### src/rtl/tp_monitor_if.sv
// Pixel-stream and result bundle for tp_monitor.
// The master modport is the video source, the slave modport is the monitor.
interface tp_monitor_if #(
  parameter int unsigned CNT_W = 12
);
  logic             vsync_i;
  logic             hsync_i;
  logic             dval_i;
  logic [7:0]       rdata_i;
  logic [7:0]       gdata_i;
  logic [7:0]       bdata_i;
  logic             frame_done_o;
  logic [CNT_W-1:0] h_active_o;
  logic [CNT_W-1:0] v_active_o;
  logic [15:0]      frame_cnt_o;
  logic             err_o;
  logic [7:0]       err_cnt_o;
  logic             locked_o;
  logic [15:0]      checksum_o;

  modport master (
    output vsync_i, hsync_i, dval_i, rdata_i, gdata_i, bdata_i,
    input  frame_done_o, h_active_o, v_active_o, frame_cnt_o, err_o, err_cnt_o, locked_o,
           checksum_o
  );

  modport slave (
    input  vsync_i, hsync_i, dval_i, rdata_i, gdata_i, bdata_i,
    output frame_done_o, h_active_o, v_active_o, frame_cnt_o, err_o, err_cnt_o, locked_o,
           checksum_o
  );
endinterface

### src/rtl/tp_monitor.sv
// Video timing monitor: measures active size, line-width consistency and lock per frame.
// The per-frame pixel checksum is built only when TP_MONITOR_CHECKSUM_EN is defined.
module tp_monitor #(
  parameter int unsigned CNT_W       = 12,
  parameter int unsigned LOCK_FRAMES = 2
) (
  input logic         px_clk,
  input logic         sys_rst,
  tp_monitor_if.slave bus
);

  typedef enum logic [0:0] {StIdle, StActive} state_e;

  localparam int unsigned      StrW    = $clog2(LOCK_FRAMES + 2);
  localparam logic [StrW-1:0]  LockMax = StrW'(LOCK_FRAMES);
  localparam logic [CNT_W-1:0] CntMax  = {CNT_W{1'b1}};

  state_e           state_q, state_d;
  logic             vs_q, hs_q, dv_q, vs_prev_q, hs_prev_q;
  logic [CNT_W-1:0] pix_cnt_q, pix_cnt_d;
  logic [CNT_W-1:0] line_cnt_q, line_cnt_d;
  logic [CNT_W-1:0] ref_w_q, ref_w_d;
  logic             ref_vld_q, ref_vld_d;
  logic             err_flag_q, err_flag_d;
  logic             done_q, done_d;
  logic             err_q, err_d;
  logic             locked_q, locked_d;
  logic             prev_vld_q, prev_vld_d;
  logic [CNT_W-1:0] h_q, h_d, v_q, v_d;
  logic [15:0]      frame_cnt_q, frame_cnt_d;
  logic [7:0]       err_cnt_q, err_cnt_d;
  logic [StrW-1:0]  streak_q, streak_d, streak_inc;

  logic             vs_rise, hs_rise, pix_nz, width_bad, err_fin, same_timing;
  logic [CNT_W-1:0] line_cnt_inc, lines_fin, ref_fin, pix_base;

  always_ff @(posedge px_clk or posedge sys_rst) begin
    if (sys_rst) begin
      vs_q      <= 1'b0;
      hs_q      <= 1'b0;
      dv_q      <= 1'b0;
      vs_prev_q <= 1'b0;
      hs_prev_q <= 1'b0;
    end else begin
      vs_q      <= bus.vsync_i;
      hs_q      <= bus.hsync_i;
      dv_q      <= bus.dval_i;
      vs_prev_q <= vs_q;
      hs_prev_q <= hs_q;
    end
  end

  assign vs_rise      = vs_q & ~vs_prev_q;
  assign hs_rise      = hs_q & ~hs_prev_q;
  assign pix_nz       = (pix_cnt_q != '0);
  assign width_bad    = ref_vld_q & (pix_cnt_q != ref_w_q);
  assign line_cnt_inc = (line_cnt_q == CntMax) ? line_cnt_q : line_cnt_q + 1'b1;
  // A pixel sampled together with a sync edge belongs to the line/frame that edge opens.
  assign pix_base     = (vs_rise | hs_rise) ? '0 : pix_cnt_q;

  // Results of the frame closed by this vsync edge, including its still-open last line.
  assign lines_fin   = pix_nz ? line_cnt_inc : line_cnt_q;
  assign ref_fin     = ref_vld_q ? ref_w_q : (pix_nz ? pix_cnt_q : '0);
  assign err_fin     = err_flag_q | (pix_nz & width_bad) | (lines_fin == '0);
  assign same_timing = prev_vld_q & (ref_fin == h_q) & (lines_fin == v_q);
  assign streak_inc  = (streak_q == LockMax) ? streak_q : streak_q + 1'b1;

  always_comb begin
    state_d     = state_q;
    pix_cnt_d   = pix_cnt_q;
    line_cnt_d  = line_cnt_q;
    ref_w_d     = ref_w_q;
    ref_vld_d   = ref_vld_q;
    err_flag_d  = err_flag_q;
    done_d      = 1'b0;
    err_d       = 1'b0;
    h_d         = h_q;
    v_d         = v_q;
    frame_cnt_d = frame_cnt_q;
    err_cnt_d   = err_cnt_q;
    locked_d    = locked_q;
    prev_vld_d  = prev_vld_q;
    streak_d    = streak_q;
    unique case (state_q)
      StIdle: begin
        if (vs_rise) begin
          state_d    = StActive;
          pix_cnt_d  = '0;
          line_cnt_d = '0;
          ref_w_d    = '0;
          ref_vld_d  = 1'b0;
          err_flag_d = 1'b0;
        end
      end
      StActive: begin
        pix_cnt_d = (dv_q && pix_base != CntMax) ? pix_base + 1'b1 : pix_base;
        if (vs_rise) begin
          done_d      = 1'b1;
          err_d       = err_fin;
          h_d         = ref_fin;
          v_d         = lines_fin;
          frame_cnt_d = frame_cnt_q + 16'd1;
          if (err_fin && err_cnt_q != 8'hff) begin
            err_cnt_d = err_cnt_q + 8'd1;
          end
          streak_d    = (same_timing && !err_fin) ? streak_inc : '0;
          locked_d    = (streak_d >= LockMax);
          prev_vld_d  = 1'b1;
          line_cnt_d  = '0;
          ref_w_d     = '0;
          ref_vld_d   = 1'b0;
          err_flag_d  = 1'b0;
        end else if (hs_rise && pix_nz) begin
          line_cnt_d = line_cnt_inc;
          if (!ref_vld_q) begin
            ref_w_d   = pix_cnt_q;
            ref_vld_d = 1'b1;
          end else if (width_bad) begin
            err_flag_d = 1'b1;
          end
        end
      end
      default: state_d = StIdle;
    endcase
  end

  always_ff @(posedge px_clk or posedge sys_rst) begin
    if (sys_rst) begin
      state_q     <= StIdle;
      pix_cnt_q   <= '0;
      line_cnt_q  <= '0;
      ref_w_q     <= '0;
      ref_vld_q   <= 1'b0;
      err_flag_q  <= 1'b0;
      done_q      <= 1'b0;
      err_q       <= 1'b0;
      h_q         <= '0;
      v_q         <= '0;
      frame_cnt_q <= '0;
      err_cnt_q   <= '0;
      locked_q    <= 1'b0;
      prev_vld_q  <= 1'b0;
      streak_q    <= '0;
    end else begin
      state_q     <= state_d;
      pix_cnt_q   <= pix_cnt_d;
      line_cnt_q  <= line_cnt_d;
      ref_w_q     <= ref_w_d;
      ref_vld_q   <= ref_vld_d;
      err_flag_q  <= err_flag_d;
      done_q      <= done_d;
      err_q       <= err_d;
      h_q         <= h_d;
      v_q         <= v_d;
      frame_cnt_q <= frame_cnt_d;
      err_cnt_q   <= err_cnt_d;
      locked_q    <= locked_d;
      prev_vld_q  <= prev_vld_d;
      streak_q    <= streak_d;
    end
  end

  assign bus.frame_done_o = done_q;
  assign bus.err_o        = err_q;
  assign bus.h_active_o   = h_q;
  assign bus.v_active_o   = v_q;
  assign bus.frame_cnt_o  = frame_cnt_q;
  assign bus.err_cnt_o    = err_cnt_q;
  assign bus.locked_o     = locked_q;

`ifdef TP_MONITOR_CHECKSUM_EN
  logic [7:0]  r_q, g_q, b_q;
  logic [15:0] px_sum, cks_acc_q, cks_acc_d, cks_q, cks_d;

  always_ff @(posedge px_clk or posedge sys_rst) begin
    if (sys_rst) begin
      r_q <= '0;
      g_q <= '0;
      b_q <= '0;
    end else begin
      r_q <= bus.rdata_i;
      g_q <= bus.gdata_i;
      b_q <= bus.bdata_i;
    end
  end

  assign px_sum = 16'(r_q) + 16'(g_q) + 16'(b_q);

  always_comb begin
    cks_acc_d = vs_rise ? '0 : cks_acc_q;
    cks_d     = cks_q;
    if (state_q == StActive) begin
      if (vs_rise) begin
        cks_d = cks_acc_q;
      end
      if (dv_q) begin
        cks_acc_d = cks_acc_d + px_sum;
      end
    end
  end

  always_ff @(posedge px_clk or posedge sys_rst) begin
    if (sys_rst) begin
      cks_acc_q <= '0;
      cks_q     <= '0;
    end else begin
      cks_acc_q <= cks_acc_d;
      cks_q     <= cks_d;
    end
  end

  assign bus.checksum_o = cks_q;
`else
  logic unused_pix;
  assign unused_pix     = ^{bus.rdata_i, bus.gdata_i, bus.bdata_i};
  assign bus.checksum_o = '0;
`endif

endmodule

### src/flat_wrapper.sv
// flat-port wrapper written by rule: the top's interface ports become plain ports
module tp_monitor_flat 
#(
  parameter int unsigned CNT_W       = 12,
  parameter int unsigned LOCK_FRAMES = 2
)
  (px_clk, sys_rst, bus_vsync_i, bus_hsync_i, bus_dval_i, bus_rdata_i, bus_gdata_i, bus_bdata_i, bus_frame_done_o, bus_h_active_o, bus_v_active_o, bus_frame_cnt_o, bus_err_o, bus_err_cnt_o, bus_locked_o, bus_checksum_o);
  tp_monitor_if #(.CNT_W(CNT_W)) bus_i ();
  input logic px_clk;
  input logic sys_rst;
  input wire logic [$bits(bus_i.vsync_i)-1:0] bus_vsync_i;
  input wire logic [$bits(bus_i.hsync_i)-1:0] bus_hsync_i;
  input wire logic [$bits(bus_i.dval_i)-1:0] bus_dval_i;
  input wire logic [$bits(bus_i.rdata_i)-1:0] bus_rdata_i;
  input wire logic [$bits(bus_i.gdata_i)-1:0] bus_gdata_i;
  input wire logic [$bits(bus_i.bdata_i)-1:0] bus_bdata_i;
  output wire logic [$bits(bus_i.frame_done_o)-1:0] bus_frame_done_o;
  output wire logic [$bits(bus_i.h_active_o)-1:0] bus_h_active_o;
  output wire logic [$bits(bus_i.v_active_o)-1:0] bus_v_active_o;
  output wire logic [$bits(bus_i.frame_cnt_o)-1:0] bus_frame_cnt_o;
  output wire logic [$bits(bus_i.err_o)-1:0] bus_err_o;
  output wire logic [$bits(bus_i.err_cnt_o)-1:0] bus_err_cnt_o;
  output wire logic [$bits(bus_i.locked_o)-1:0] bus_locked_o;
  output wire logic [$bits(bus_i.checksum_o)-1:0] bus_checksum_o;
  assign bus_i.vsync_i = bus_vsync_i;
  assign bus_i.hsync_i = bus_hsync_i;
  assign bus_i.dval_i = bus_dval_i;
  assign bus_i.rdata_i = bus_rdata_i;
  assign bus_i.gdata_i = bus_gdata_i;
  assign bus_i.bdata_i = bus_bdata_i;
  assign bus_frame_done_o = bus_i.frame_done_o;
  assign bus_h_active_o = bus_i.h_active_o;
  assign bus_v_active_o = bus_i.v_active_o;
  assign bus_frame_cnt_o = bus_i.frame_cnt_o;
  assign bus_err_o = bus_i.err_o;
  assign bus_err_cnt_o = bus_i.err_cnt_o;
  assign bus_locked_o = bus_i.locked_o;
  assign bus_checksum_o = bus_i.checksum_o;
  tp_monitor #(.CNT_W(CNT_W), .LOCK_FRAMES(LOCK_FRAMES)) u_core (.px_clk(px_clk), .sys_rst(sys_rst), .bus(bus_i));
endmodule
### config.mk
export PLATFORM = sky130hd
export DESIGN_NAME = tp_monitor_flat
export DESIGN_NICKNAME = d
export VERILOG_FILES = /design/src/rtl/tp_monitor_if.sv /design/src/rtl/tp_monitor.sv /design/src/flat_wrapper.sv
export SDC_FILE = /design/constraint.sdc
export NUM_CORES = 1
export LEC_CHECK = 0
export BUFFER_PORTS_ARGS = -buffer_cell sky130_fd_sc_hd__buf_4
export CORE_MARGIN = 4
export CORE_UTILIZATION = 59
export CTS_CLUSTER_DIAMETER = 150
export DETAILED_ROUTE_END_ITERATION = 8
export GPL_ROUTABILITY_DRIVEN = 0
export PLACE_DENSITY = 0.84
export REMOVE_ABC_BUFFERS = 1
export SLEW_MARGIN = 10
export SYNTH_ARGS = -nofsm -noshare
export SYNTH_HDL_FRONTEND = slang
export SYNTH_SLANG_ARGS = --single-unit
### constraint.sdc
create_clock -name px_clk -period 5.6 [get_ports px_clk]
set_clock_uncertainty 0.2 [all_clocks]
set_input_delay 0.28 -clock px_clk [delete_from_list [all_inputs] [get_ports px_clk]]
set_output_delay 0.28 -clock px_clk [all_outputs]
set_load 0.005 [all_outputs]
# [Word-level counts from Yosys, hierarchy flattened]
# Index checks and enable logic that the tools add are counted.
[classes] add_sub_neg=5 order_cmp=1 eq_ne=12 muxes=31 n_bitwise=12 reduce_logical=12
[ops] cell="two-way mux 12 bit" count=12
[ops] cell="case mux 12 bit (2 select lines)" count=3
[ops] cell="adder 12 x 1 -> 12 bit, second input constant" count=2
[ops] cell="== test 12 bit" count=2
[ops] cell="adder 16 x 1 -> 16 bit, second input constant" count=1
[ops] cell="== test 12 bit, second input constant" count=1
[ops] cell="logical NOT 12 bit" count=1
[ops] cell="two-way mux 1 bit" count=12
[ops] cell="!= test 12 bit" count=1
[ops] cell="!= test 12 bit, second input constant" count=1
[ops] cell="!= test 3 bit, second input constant" count=4
[ops] cell="nonzero test 12 bit" count=1
[ops] cell="adder 8 x 1 -> 8 bit, second input constant" count=1
[ops] cell="!= test 8 bit, second input constant" count=1
[ops] cell="AND 1 bit" count=6
[ops] cell="AND reduction 3 bit" count=2
[ops] cell="logical AND 1 bit" count=4
[ops] cell="two-way mux 2 bit" count=2
[ops] cell="case mux 1 bit (2 select lines)" count=2
[ops] cell="AND reduction 2 bit" count=2
[ops] cell="AND reduction 4 bit" count=1
[ops] cell="inverter 1 bit" count=3
[ops] cell="bitwise OR 1 bit" count=3
[ops] cell="adder 2 x 1 -> 2 bit, second input constant" count=1
[ops] cell="other kinds (4)" count=4
[totals] reg_bits=98 inputBits=29 word_cells=93

# [Longest topological paths before layout]
[depth] ltp_word=9 depth_mapped=13

# [Least setup slack after synthesis]
# Ideal clock, no wire load.
[synth_timing] path_type="register -> register" startpoint="register u_core.vs_prev_q" endpoint="register u_core.pix_cnt_q[10]" arrival_time_ns=2.637 required_ns=5.269 setup_slack_ns=2.631 path_stages_with_launch=14 n_path_buf=1 period_less_slack_ns=2.969 cell_sequence="dfrtp_1 -> nor2b_1 -> clkbuf_1 -> nor2_1 -> and2_1 -> ha_1 -> nand3_1 -> nor2_1 -> a21boi_1 -> nand2_1 -> nor3_1 -> a41oi_1 -> o21ai_0 -> o31ai_1"
[synth_via] elab_chain_cells=8
[synth_lines] element="start, declared" line_no="tp_monitor.sv:19" rtl="logic vs_q, hs_q, dv_q, vs_prev_q, hs_prev_q;"
[synth_lines] element="start signal, assigned" line_no="tp_monitor.sv:48" rtl="vs_prev_q <= vs_q;"
[synth_lines] element="inverter 1 bit (*)" line_no="tp_monitor.sv:53" rtl="assign vs_rise = vs_q & ~vs_prev_q;"
[synth_lines] element="AND 1 bit (*)" line_no="tp_monitor.sv:53"
[synth_lines] element="branches (longest 6 deep; another with adder 12 x 1 -> 12 bit)"
[synth_lines] element="end signal, assigned" line_no="tp_monitor.sv:146" rtl="pix_cnt_q <= pix_cnt_d;"
[synth_lines] element="end, declared" line_no="tp_monitor.sv:20" rtl="logic [CNT_W-1:0] pix_cnt_q, pix_cnt_d;"
# Mark *: on every way between the ends.
# A chain may end at the register's enable or synchronous reset.

# [Worst setup path in the final report]
# Same ends and word-level chain as after synthesis.

==> key figures <==
Setup path
  • Crit end category: flop
  • Delay-heaviest family, CP: simple AND/OR/NAND/NOR gates
  • CP startpoint kind: flop
  • Crit Path Category: reg2reg
  • CP max-delay cell: nor3_1
  • CP dominant cell by count: nor2_1
  • CP peak stage delay: 0.53 ns
  • Worst Path Required: 5.65 ns
  • Critical Path AT: 3.52 ns
  • Worst-path maximum fanout: 30
  • CP Buf/Inv Count: 1
  • Worst-path cell chain: nor2b_2 > buf_4 > nor2_1 > and2_1 > ha_1 > nand3_1 > nor2_1 > a21boi_1 > nand2_1 > nor3_1 > a41oi_1 > o21ai_0 > o31ai_1

Yosys
  • Post-synthesis cell area: 0.00546 mm²
  • Synth Register Bits: 97
  • EDFF count, synth: 0
  • Synth unique cells: 60
  • Asr flop ratio synth: 100%
  • Dominant synthesized flop cell: dfrtp_1
  • Synthesized instance count: 581
  • Yosys warning count: 0
  • Simple-gate share of the synthesized area: 20.1%
  • Yosys top cell area share: 44.4%
  • Synth Area in XOR/XNOR: 10.9%
  • Synthesized-area fraction occupied by adder cells: 1.15%
  • Compound-cell area share of the yosys netlist: 12.9%
  • Seq/Total Area, Yosys: 44.4%
  • Ranking of synthesized cells by area: dfrtp_1 (44%), xnor2_1 (6.9%), nand2_1 (5.5%)
  • Mux cell area share after synthesis: 4.15%
  • Main combinational cell family by area after synthesis: simple AND/OR/NAND/NOR gates
  • Avg Inst Size Synth: 9.40 µm²
  • Leading area contributor after synthesis: dfrtp_1

STA
  • Max-slew violations: 0
  • Max-slew headroom: 42.4%
  • Final Critical Period: 3.47 ns
  • Final Hold Vio Count: 0
  • Final setup viols: 0
  • Setup TNS: 0 ns
  • Least-Margin Pin Slew: 0.863 ns
  • Final WS setup: 2.13 ns
  • RSZ-0062 raised after global routing: no
  • Final worst-path cycle share: 62.0%
  • Fmax: 288 MHz

CTS
  • Post-CTS Setup Inserts: 0
  • Hold buffer count at cts: 4
  • CTS tree: built
  • CTS Root Buffer Type: clkbuf_8
  • Clk_lat worst skew: 0.37 ns
  • CTS sink count: 97
  • TritonCTS Buffers: 9
  • Clk pin slew, worst setup/hold paths: 0.10 ns
  • H-tree depth: 3
  • CTS Buffer Depth: 2
  • Post-CTS sizing: 0

GRT
  • Initial antenna violation count: 0
  • Number of global-route vias before repair: 4,169
  • All-layer global routing usage: 22.3%
  • Pin count of the biggest net entering global routing: 72
  • First-pass GRT wire length: 20.2 mm
  • GRT overflow: 0

Placement
  • Dpl ws: 2.21 ns
  • Buffers on Ports: 55
  • Hpwl dp: 8.19 mm

Route
  • Iteration-0 DRC Markers: 382
  • Drt wl/cell: 16.3 µm
  • DRC Markers: 0
  • Vias per inst: 5.98
  • Via count: 4,350
  • Wirelength, routed: 11.9 mm
  • 1st-pass router iterations: 7
  • DRT antenna net count: 0

Power
  • P_int: 1090 µW
  • Sw Share: 33.2%
  • Sw Pwr: 542 µW
  • Sequential Power Share: 51.6%
  • Comb pwr share: 21.9%
  • Pleak: 0.00264 µW
  • Worst IR drop on VDD: 127 µV
  • Power density cells: 271 mW/mm²
  • Clock power share: 26.5%

Floorplan
  • Initial Util: 61.7%
  • Rows: 34
  • Die area: 0.0109 mm²
  • Core box area: 0.00885 mm²
  • Chip width: 104 µm
  • Chip Height: 104 µm
  • I/O pin cnt: 96

Cells and area
  • Diodes inserted: 0
  • Commonest non-fill, non-tap cell in the layout: dfrtp_1
  • Commonest cells after routing, fill and taps aside: dfrtp_1 (97), nand2_1 (80), buf_4 (58)
  • Layout area overhead: 10.3%
  • Layout cell share with drive strength beyond 1: 15.6%
  • Fillers: 668
  • Nets: 649

Min path
  • Hold Crit Class: reg2reg

Status
  • Outcome: complete, no violations

Job
  • MaxCap Viol Count: 0
## stage by stage
step,util (%),hold WS [ns],power [µW],cell area [µm²],instances
finish,68.1,0.179,1630,6020,728
global route,68.1,0.199,1720,6020,728
CTS,68.1,0.185,1640,6020,728
detailed placement,65.5,0.0747,1210,5800,708
global placement,65.5,0.0714,1190,5800,708
floorplan,-,0.111,1060,5220,542
## layout make-up
class | count | area [µm²] | share of cell area [%]
Timing Repair Buffer | 62 | 475 | 7.89
Tap cell | 108 | 135 | 2.24
Inverter | 14 | 55.1 | 0.914
Clock buffer | 9 | 124 | 2.06
Sequential cell | 97 | 2430 | 40.3
Clock inverter | 7 | 60.1 | 0.997
Multi-Input combinational cell | 431 | 2750 | 45.6
## path summary, 6_finish.rpt
check,from,end,slack (ns),cells past startpoint
max in group asynchronous,sys_rst,u_core.line_cnt_q[9],3.79,4
worst min-delay path,u_core.hs_q,u_core.hs_prev_q,0.18,0
worst max-delay path,u_core.vs_prev_q,u_core.pix_cnt_q[10],2.13,13
worst min register to register,u_core.hs_q,u_core.hs_prev_q,0.18,0
min in group asynchronous,sys_rst,u_core.bus.frame_cnt_o[8],0.23,3
worst max register to register,u_core.vs_prev_q,u_core.pix_cnt_q[10],2.13,13
## layer usage
metal	vias up	share of wire, %	GRT usage (%)
met1	2079	44	30.3
li1	2081	-	-
met5	-	0	0
met4	0	1.7	7.50
met2	173	48	36.0
met3	17	5.8	4.53
## state kept, by name, indices dropped and copies added, names as in the netlist
signal                   flops
u_core.pix_cnt_q            12
u_core.bus.frame_cnt_o      16
u_core.bus.err_cnt_o         8
u_core.err_flag_q            1
u_core.ref_w_q              12
u_core.vs_prev_q             1
u_core.hs_q                  1
u_core.hs_prev_q             1
u_core.streak_q              2
u_core.ref_vld_q             1
u_core.line_cnt_q           12
u_core.prev_vld_q            1
u_core.state_q               1
u_core.bus.frame_done_o      1
u_core.bus.v_active_o       12
u_core.bus.err_o             1
u_core.dv_q                  1
u_core.bus.h_active_o       12
u_core.vs_q                  1
## cell families after synthesis
kind of cell	count (synthesis)
compound gates	111
xor+xnor	67
fa+ha+maj	5
buf+inv	68
flops	97
mux	22
other cells	1
simple gates	210
## cell usage after synthesis, types with 4 or more instances
cell,count
nor4_1,5
and3_1,6
buf_4,17
ha_1,5
clkbuf_1,17
nand2_1,80
inv_1,13
nand4_1,21
a31oi_1,14
a32o_1,4
nand3_1,19
nor2_1,35
a21oi_1,28
nor3_1,10
xnor2_1,43
and2_1,6
dfrtp_1,97
mux2i_1,17
a22o_1,4
a311oi_1,6
or4_1,5
buf_2,17
xor2_1,23
o21ai_0,33
## power by group through the flow
stage	sequential, µW	clock, µW	combinational (µW)
global placement	849	0	338
finish	844	433	358
global route	855	475	392
detailed placement	856	0	354
floorplan	839	0	220
CTS	843	440	359
No activity file was read; power rests on OpenSTA's default activity.
